File: config.mk
export PLATFORM = sky130hd
export DESIGN_NAME = toggle_pulse_decoder
export DESIGN_NICKNAME = d
export VERILOG_FILES = /design/src/rtl/toggle_pulse_decoder.sv
export SDC_FILE = /design/constraint.sdc
export NUM_CORES = 1
export LEC_CHECK = 0
export CELL_PAD_IN_SITES_DETAIL_PLACEMENT = 0
export CELL_PAD_IN_SITES_GLOBAL_PLACEMENT = 2
export CORE_MARGIN = 10
export CORE_UTILIZATION = 28
export DETAILED_ROUTE_END_ITERATION = 12
export PLACE_DENSITY = 0.84
export RECOVER_POWER = 25
export SKIP_CTS_REPAIR_TIMING = 1
export SLEW_MARGIN = 10
export SYNTH_ARGS = -nofsm -noshare
export SYNTH_HDL_FRONTEND = slang
export SYNTH_SLANG_ARGS = --single-unit
File: constraint.sdc
create_clock -name clk -period 2.66 [get_ports clk]
set_clock_uncertainty 0.2 [all_clocks]
set_input_delay 0.399 -clock clk [delete_from_list [all_inputs] [get_ports clk]]
set_output_delay 0.399 -clock clk [all_outputs]
set_load 0.05 [all_outputs]
File: src/rtl/toggle_pulse_decoder.sv
// toggle_pulse_decoder
// Receive side of a toggle-encoded event link. The remote T flip-flop level is
// synchronised into clk. Each level change becomes one pulse_out, and each
// detected event is held in a saturating pending counter. A valid/ready
// handshake drains that counter.
// Optional build macro TDEC_TOTAL_CNT_EN adds a 16-bit wrapping total_cnt output.
//
// state | meaning
// INIT  | baseline settling after reset, no event detection, busy_init = 1
// RUN   | compare synchronised level to baseline, one event per change

module toggle_pulse_decoder #(
    parameter int SYNC_STAGES = 2,
    parameter int CNT_W       = 4
) (
    input  logic             clk,
    input  logic             rst,
    input  logic             tog_in,
    input  logic             clr_ovf,
    input  logic             evt_ready,
    output logic             evt_valid,
    output logic [CNT_W-1:0] pend_cnt,
    output logic             pulse_out,
    output logic             q_mirror,
    output logic             overflow,
`ifdef TDEC_TOTAL_CNT_EN
    output logic [15:0]      total_cnt,
`endif
    output logic             busy_init
);

    typedef enum logic {
        ST_INIT = 1'b0,
        ST_RUN  = 1'b1
    } state_t;

    localparam int IW = (SYNC_STAGES > 2) ? $clog2(SYNC_STAGES) : 1;
    localparam logic [IW-1:0]    INIT_LAST = IW'(SYNC_STAGES - 1);
    localparam logic [IW-1:0]    INIT_ONE  = IW'(1);
    localparam logic [CNT_W-1:0] CNT_MAX   = {CNT_W{1'b1}};
    localparam logic [CNT_W-1:0] CNT_ONE   = CNT_W'(1);

    state_t                   state_q, state_d;
    logic [SYNC_STAGES-1:0]   sync_q, sync_d;
    logic [IW-1:0]            init_q, init_d;
    logic                     base_q, base_d;
    logic                     mirror_q, mirror_d;
    logic [CNT_W-1:0]         cnt_q, cnt_d;
    logic                     ovf_q, ovf_d;
    logic                     pulse_q, pulse_d;
    logic                     busy_q, busy_d;
    logic                     sync_out;
    logic                     evt_det;
    logic                     hs;
`ifdef TDEC_TOTAL_CNT_EN
    logic [15:0]              total_q, total_d;
`endif

    assign sync_out  = sync_q[SYNC_STAGES-1];
    assign evt_valid = (cnt_q != '0);
    assign hs        = evt_valid & evt_ready;

    assign pend_cnt  = cnt_q;
    assign pulse_out = pulse_q;
    assign q_mirror  = mirror_q;
    assign overflow  = ovf_q;
    assign busy_init = busy_q;
`ifdef TDEC_TOTAL_CNT_EN
    assign total_cnt = total_q;
`endif

    // State register, synchroniser and datapath registers with synchronous active-low reset
    always_ff @(posedge clk) begin
        if (!rst) begin
            state_q  <= ST_INIT;
            sync_q   <= '0;
            init_q   <= '0;
            base_q   <= 1'b0;
            mirror_q <= 1'b0;
            cnt_q    <= '0;
            ovf_q    <= 1'b0;
            pulse_q  <= 1'b0;
            busy_q   <= 1'b1;
`ifdef TDEC_TOTAL_CNT_EN
            total_q  <= '0;
`endif
        end else begin
            state_q  <= state_d;
            sync_q   <= sync_d;
            init_q   <= init_d;
            base_q   <= base_d;
            mirror_q <= mirror_d;
            cnt_q    <= cnt_d;
            ovf_q    <= ovf_d;
            pulse_q  <= pulse_d;
            busy_q   <= busy_d;
`ifdef TDEC_TOTAL_CNT_EN
            total_q  <= total_d;
`endif
        end
    end

    // Next-state, event detection, pending counter and overflow logic
    always_comb begin
        state_d  = state_q;
        sync_d   = {sync_q[SYNC_STAGES-2:0], tog_in};
        init_d   = init_q;
        base_d   = base_q;
        mirror_d = mirror_q;
        cnt_d    = cnt_q;
        ovf_d    = ovf_q;
        evt_det  = 1'b0;

        case (state_q)
            ST_INIT: begin
                init_d = init_q + INIT_ONE;
                if (init_q == INIT_LAST) begin
                    // Take the level that lands on sync_out at this edge, so
                    // the first RUN compare sees baseline == sync_out.
                    base_d   = sync_q[SYNC_STAGES-2];
                    mirror_d = sync_q[SYNC_STAGES-2];
                    init_d   = '0;
                    state_d  = ST_RUN;
                end
            end
            ST_RUN: begin
                if (sync_out != base_q) begin
                    evt_det  = 1'b1;
                    base_d   = sync_out;
                    mirror_d = sync_out;
                end
            end
            default: state_d = ST_INIT;
        endcase

        if (evt_det && !hs) begin
            if (cnt_q == CNT_MAX) begin
                cnt_d = cnt_q;
            end else begin
                cnt_d = cnt_q + CNT_ONE;
            end
        end else if (!evt_det && hs) begin
            cnt_d = cnt_q - CNT_ONE;
        end

        // A new drop on the clearing edge wins over the clear
        if (clr_ovf) begin
            ovf_d = 1'b0;
        end
        if (evt_det && !hs && (cnt_q == CNT_MAX)) begin
            ovf_d = 1'b1;
        end

        pulse_d = evt_det;
        busy_d  = (state_d == ST_INIT);
`ifdef TDEC_TOTAL_CNT_EN
        total_d = evt_det ? total_q + 16'd1 : total_q;
`endif
    end

endmodule

==> reports/metrics.csv, run 1 <==
stage,metric,value,unit
critical_path,reg2reg_from,pend_cnt[3],
grt,antenna_found_initial,0,
yosys,yosysSeqAreaShare,42.9,%
flow_run,cap_violations,0,
timing,fmax,401,MHz
power_and_ir_drop,p_int,461,uW
cells_and_area,final_cells,97,
yosys,ys_types,25,
run_status,status,finished clean,
yosys,syn_area,561,um2
timing,setup_ws,0.164,ns
yosys,synth_common_cells,"12 x dfxtp_1, 6 x nand2_1, 5 x mux2i_1",
timing,rsz0062_at_grt,no,
clocking,clk_path_buf_depth,2,
worst_hold_path,hp-class,flop to flop,
yosys,ys.flop_type,dfxtp_1,
floorplanning,die_w,64.7,um
worst_hold_path,hold_depth,1,
critical_path,cp-end-kind,output pin,
power_and_ir_drop,totalPowerFinal,810,uW
power_and_ir_drop,p_comb_share,48.4,%
power_and_ir_drop,p_sw,349,uW
grt,grt.total_usage,6.33,%
routing,avgRoutedWirePerCell,11.3,um
power_and_ir_drop,power_switching_share,43.1,%
grt,grt_pass1_wl,2.13,mm
cells_and_area,multiInputGateArea,314,um2
cells_and_area,nets,79,
clocking,root_buffer,clkbuf_4,
yosys,netlist.area_leader.share,42.9,%
cells_and_area,design_area,758,um2
place,gp_congestion,0.683,
place,dp_cells,93,
yosys,ys_warn_count,0,
timing,setup_viol,0,
routing,wl,1.09,mm
timing,tightestPinTransition,0.501,ns
place,placed_area,717,um2
clocking,worstSkewPairLatency,0.27,ns
routing,firstDrtPassIters,2,
cells_and_area,antenna_cells,0,
floorplanning,io_pins,14,
critical_path,reg2regPathDepth,7,
worst_hold_path,holdPathEnd,sync_q[1],
clocking,h-tree-depth,1,
floorplanning,num_rows,16,
clocking,clock-sinks,12,
routing,viasPerCell,4.36,
critical_path,crit_fanout,8,
routing,num_vias,423,
critical_path,arrival,1.90,ns
yosys,synth_edf_count,0,
floorplanning,die_y,64.7,um
timing,worst_hold_slack,0.278,ns
yosys,syn_inst,55,
clocking,cts_tree,yes,
critical_path,cp.required,2.06,ns
clocking,cts_buffers,3,
cells_and_area,drive_above_1_share,10.0,%
power_and_ir_drop,p_clk_share,17.8,%
critical_path,regToRegSetupSlack,0.29,ns
timing,hold_viol,0,
place,portBuffers,13,
place,detailedPlace.worstSlack,0.0908,ns
timing,setup-tns-final,0,ns
cells_and_area,seqCellArea,240,um2
power_and_ir_drop,worst_ir_drop_vdd,0.000434,V
critical_path,setup.worst_path.start_class,flop,
yosys,syn_nets,63,
cells_and_area,nFillCells,213,
cells_and_area,final_core_util,39.0,%
power_and_ir_drop,p_leak,0.318,nW
critical_path,r2r_end,pend_cnt[3],
worst_hold_path,worstHoldStart,sync_q[0],
routing,antenna_left,0,
routing,dr.first_iter.drc_count,2,
cells_and_area,synthToLayoutAreaGrowth,35.3,%
yosys,synth_top_area_cell,dfxtp_1,
place,dp_hpwl,837,um
yosys,synth_area_leaders,"dfxtp_1 43%, mux2i_1 8.9%, o41ai_4 4.9%",
yosys,synthMostInstantiatedCell,dfxtp_1,
yosys,synthArstFlopShare,0,%
floorplanning,dieArea,0.00419,mm2
timing,layout_min_cycle_time,2.50,ns
floorplanning,core_area,0.00194,mm2
floorplanning,initial_utilization,28.9,%
grt,grt_overflow,0,
yosys,synth_seq_cells,12,
grt,grt_pass1_vias,477,
yosys,avgSynthCellArea,10.2,um2
power_and_ir_drop,seqPwrFrac,33.8,%
critical_path,crit_type,flop to output pin,
timing,slew_viol_final,0,
grt,grt_max_degree,15,
timing,fin_crit_sh,93.8,%
timing,max_slew_margin,66.5,%
clocking,cts.clk_slew.worst_paths,0.08,ns
power_and_ir_drop,p_per_area,1070,mW/mm2
routing,drc,0,
## kinds of logic (layout without fill, tap and decap cells)
| family | Yosys count | in the layout | share of synthesized area [%] |
|---|---|---|---|
| simple gates | 21 | 21 | 21.0 |
| flops | 12 | 12 | 42.9 |
| compound gates | 8 | 8 | 12.5 |
| mux | 5 | 5 | 8.93 |
| fa+ha+maj | 3 | 3 | 8.04 |
| xor+xnor | 3 | 3 | 4.69 |
| buf+inv | 3 | 18 | 2.01 |
## power by group through the flow
stage	combinational [mW]	sequential (mW)	clock, mW
floorplan	0.208	0.351	0
global placement	0.392	0.280	0
detailed placement	0.393	0.279	0
CTS	0.394	0.275	0.152
global route	0.431	0.284	0.157
finish	0.392	0.274	0.144
## worst max path at each step
stage	endpoint	depth (start not counted)	startpoint	slack [ns]
2_1_floorplan	pend_cnt[3]	7	pend_cnt[3]	0.22
3_3_place_gp	pend_cnt[3]	8	evt_ready	0.14
3_5_place_dp	pend_cnt[3]	8	evt_ready	0.09
4_1_cts	evt_valid	2	pend_cnt[0]	0.13
5_1_grt	pend_cnt[3]	7	pend_cnt[0]	0.05
6_report	evt_valid	2	pend_cnt[0]	0.16
## sequential cells by signal, summed over array words and instances, names as in the netlist
signal,count
busy_init,1
init_q,1
overflow,1
pend_cnt,4
pulse_out,1
q_mirror,1
state_q,1
sync_q,2
## critical path: stages (launching register included)
cell and delay [ns]:
dfxtp_1 0.42, or4_1 0.49, clkdlybuf4s50_1 0.71
## layer usage
| layer | share of wire, % | up-vias | GRT usage [%] |
|---|---|---|---|
| li1 | - | 226 | - |
| met1 | 50 | 183 | 7.41 |
| met2 | 41 | 10 | 9.24 |
| met3 | 6.9 | 4 | 3.78 |
| met4 | 1.6 | 0 | 2.41 |
| met5 | 0 | - | 0 |
## final cells by class
cell class	count	area share (%)
Multi-Input combinational cell	40	41.4
Sequential cell	12	31.7
Timing Repair Buffer	13	17.2
Clock buffer	4	4.79
Tap cell	27	4.46
Inverter	1	0.495
## layout by cell type, fill, tap and decap left out, drive strengths merged
master	Yosys	final
and3	1	1
dfxtp	12	12
nand2b	1	1
a21o	1	1
inv	1	1
mux2i	5	5
nand3	1	1
fa	1	1
nand2	6	6
and2	4	4
a21oi	2	2
nor2	2	2
and4	1	1
clkbuf	2	4
nor2b	1	1
dlygate4sd3	0	1
clkdlybuf4s50	0	12
and3b	1	1
or4	1	1
nand4	1	1
xor2	2	2
o21ai	2	2
nor3	1	1
xnor2	1	1
o41ai	1	1
o21a	2	2
ha	2	2
Note: power is estimated with default switching activity, not from simulation.
==> run 2, diff against run 1 <==
ABC_AREA = 1   (was default)
CORE_UTILIZATION = 26   (was 28)
PLACE_DENSITY = 0.85   (was 0.84)
==> run 2 against run 1 <==
Combinational power increased by 40%; non-clock buffer count unchanged; critical path depth increased by 1; routed wire length increased by 19%; sequential share of layout area decreased by 1.7 points; first-iteration DRC count increased to 7.0 times the previous value; largest power group unchanged; highest routed layer unchanged.
==> reports/metrics.csv, run 2 <==
stage,metric,value,unit,change
run_status,status,finished clean,,unchanged
timing,fmax,422,MHz,was 401 MHz
power_and_ir_drop,p_leak,0.349,nW,was 0.318 nW
routing,top_layer,met4,,unchanged
power_and_ir_drop,totalPowerFinal,969,uW,was 810 uW
cells_and_area,layout_common_cells,"14 x inv_1, 12 x nand2_1, 12 x dfxtp_1, 12 x clkdlybuf4s50_1, 9 x nor2_1",,"was 12 x dfxtp_1, 12 x clkdlybuf4s50_1, 6 x nand2_1"
clocking,cts_tree,yes,,unchanged
timing,rsz0062_at_grt,no,,unchanged
yosys,ys_types,21,,was 25
cells_and_area,drive_above_1_share,16.7,%,was 10.0%
floorplanning,num_rows,17,,was 16
timing,slew_viol_final,0,,unchanged
clocking,clk_path_buf_depth,2,,unchanged
place,dp_hpwl,1.07,mm,was 837 um
place,portBuffers,13,,unchanged
place,dp_cells,120,,was 93
critical_path,worst_path_largest_cell_delay,0.82,ns,was 0.71 ns
critical_path,arrival,1.77,ns,was 1.90 ns
flow_run,cap_violations,0,,unchanged
cells_and_area,synthToLayoutAreaGrowth,33.6,%,was 35.3%
grt,grt.total_usage,6.53,%,was 6.33%
yosys,syn_inst,79,,was 55
place,detailedPlace.worstSlack,0.339,ns,was 0.0908 ns
routing,wirelength_met1,588,um,was 548 um
yosys,ys.flop_type,dfxtp_1,,unchanged
yosys,synth_common_cells,"14 x inv_1, 12 x dfxtp_1, 12 x nand2_1",,"was 12 x dfxtp_1, 6 x nand2_1, 5 x mux2i_1"
floorplanning,core_area,0.00221,mm2,was 0.00194 mm2
floorplanning,dieArea,0.00463,mm2,was 0.00419 mm2
timing,fin_crit_sh,89.2,%,was 93.8%
cells_and_area,final_cells,124,,was 97
clocking,worstSkewPairLatency,0.27,ns,about the same
yosys,ys_warn_count,0,,unchanged
cells_and_area,antenna_cells,0,,unchanged
critical_path,path_buf_inv,1,,unchanged
critical_path,cp-end-kind,output pin,,unchanged
critical_path,cp.required,2.06,ns,about the same
place,placed_area,764,um2,was 717 um2
routing,wl_met3,109,um,was 75 um
routing,viasPerCell,4.20,,was 4.36
timing,setup-tns-final,0,ns,unchanged
yosys,synth_edf_count,0,,unchanged
floorplanning,die_y,68.0,um,was 64.7 um
critical_path,slowest_stage,clkdlybuf4s50_1,,unchanged
clocking,cts_buffers,3,,unchanged
timing,tightestPinTransition,0.504,ns,was 0.501 ns
cells_and_area,largest_reg_flops,4,,unchanged
critical_path,crit_fanout,7,,was 8
routing,drc,0,,unchanged
yosys,syn_area,599,um2,was 561 um2
clocking,root_buffer,clkbuf_4,,unchanged
timing,hold_viol,0,,unchanged
cells_and_area,nets,105,,was 79
clocking,h-tree-depth,1,,unchanged
grt,grt_max_degree,9,,was 15
power_and_ir_drop,worst_ir_drop_vdd,0.000594,V,was 0.000434 V
yosys,synthMostInstantiatedCell,inv_1,,was dfxtp_1
routing,wl_met2,582,um,was 452 um
routing,antenna_left,0,,unchanged
power_and_ir_drop,p_per_area,1210,mW/mm2,was 1070 mW/mm2
timing,layout_min_cycle_time,2.37,ns,was 2.50 ns
timing,max_slew_margin,66.3,%,was 66.5%
timing,setup_ws,0.288,ns,was 0.164 ns
yosys,avgSynthCellArea,7.59,um2,was 10.2 um2
routing,num_vias,521,,was 423
cells_and_area,design_area,801,um2,was 758 um2
floorplanning,initial_utilization,27.1,%,was 28.9%
yosys,yosysSeqAreaShare,40.1,%,was 42.9%
critical_path,crit_chain,nor2_2 -> nand2_2 -> clkdlybuf4s50_1,,was or4_1 -> clkdlybuf4s50_1
yosys,synth_area_leaders,"dfxtp_1 40%, inv_1 8.8%, nand2_1 7.5%",,"was dfxtp_1 43%, mux2i_1 8.9%, o41ai_4 4.9%"
routing,firstDrtPassIters,4,,was 2
routing,wl,1.31,mm,was 1.09 mm
critical_path,crit_type,flop to output pin,,unchanged
timing,setup_viol,0,,unchanged
cells_and_area,final_common_cell,inv_1,,
critical_path,setup.worst_path.start_class,flop,,unchanged
floorplanning,io_pins,14,,unchanged
routing,dr.first_iter.drc_count,14,,was 2
grt,grt_overflow,0,,unchanged
yosys,synth_seq_cells,12,,unchanged
yosys,synthArstFlopShare,0,%,unchanged
worst_hold_path,hp-class,flop to flop,,unchanged
routing,avgRoutedWirePerCell,10.5,um,was 11.3 um
grt,grt_pass1_wl,2.28,mm,was 2.13 mm
critical_path,critical_path.top_delay_family,buffers and inverters,,unchanged
place,gp_congestion,0.842,,was 0.683
floorplanning,die_w,68.0,um,was 64.7 um
grt,grt_pass1_vias,565,,was 477
yosys,netlist.area_leader.share,40.1,%,was 42.9%
clocking,cts.clk_slew.worst_paths,0.08,ns,about the same
grt,antenna_found_initial,0,,unchanged
cells_and_area,nFillCells,241,,was 213
yosys,synth_top_area_cell,dfxtp_1,,unchanged
yosys,syn_nets,87,,was 63
clocking,clock-sinks,12,,unchanged
[run 2: changes by cell type after synthesis, sizes merged, moves of 3 or more]
cell   before  now
inv         1   15
nand2       6   18
nor2        2   12
mux2i       5    0
and2        4    0
o21ai       2    6
nand3       1    4
[run 2: cell type report]
cell class                      count  area [um2]  area share (%)
Sequential cell                    12         240            30.0
Inverter                           15        56.3            7.03
Timing Repair Buffer               13         130            16.3
Tap cell                           28        35.0            4.38
Clock buffer                        4        36.3            4.53
Multi-Input combinational cell     52         303            37.8
[run 2: worst paths after layout]
check	start	endpoint	slack [ns]	cells past startpoint
setup reg to reg	pend_cnt[0]	pend_cnt[3]	0.57	13
hold / removal	sync_q[0]	sync_q[1]	0.23	2
setup / recovery	pend_cnt[0]	evt_valid	0.29	3
hold reg to reg	sync_q[0]	sync_q[1]	0.23	2
[run 2: logic make-up after synthesis]
| logic type | synth area share [%] |
|---|---|
| AOI/OAI and AO/OA | 11.1 |
| xor gates and xnor gates | 1.46 |
| adders and majority gates | 7.52 |
| buffers and inverters | 9.39 |
| DFF | 40.1 |
| and+or+nand+nor | 30.5 |
[run 2: worst register-to-register path, delay by kind of cell (launching register included)]
family,cells,cell delay [ns]
AND/OR/NAND/NOR,12,1.00
flip-flops,1,0.49
adder cells (fa/ha/maj),1,0.28
[run 2: through the flow]
step	hold WS (ns)	util, %
2_1_floorplan	0.207	-
3_5_place_dp	0.223	34.6
3_3_place_gp	0.224	34.6
6_report	0.231	36.2
4_1_cts	0.236	36.2
5_1_grt	0.270	36.2
[run 2: power by group]
group	internal, mW	total (mW)	switching, mW
combinational	0.194	0.550	0.357
sequential	0.217	0.272	0.0557
clock	0.0831	0.146	0.0625
[run 2: routing by layer]
| metal | vias to the layer above | track usage (%) |
|---|---|---|
| met1 | 222 | 6.33 |
| met5 | - | 0 |
| met4 | 0 | 4.52 |
| met3 | 4 | 3.10 |
| met2 | 14 | 10.8 |
| li1 | 281 | - |
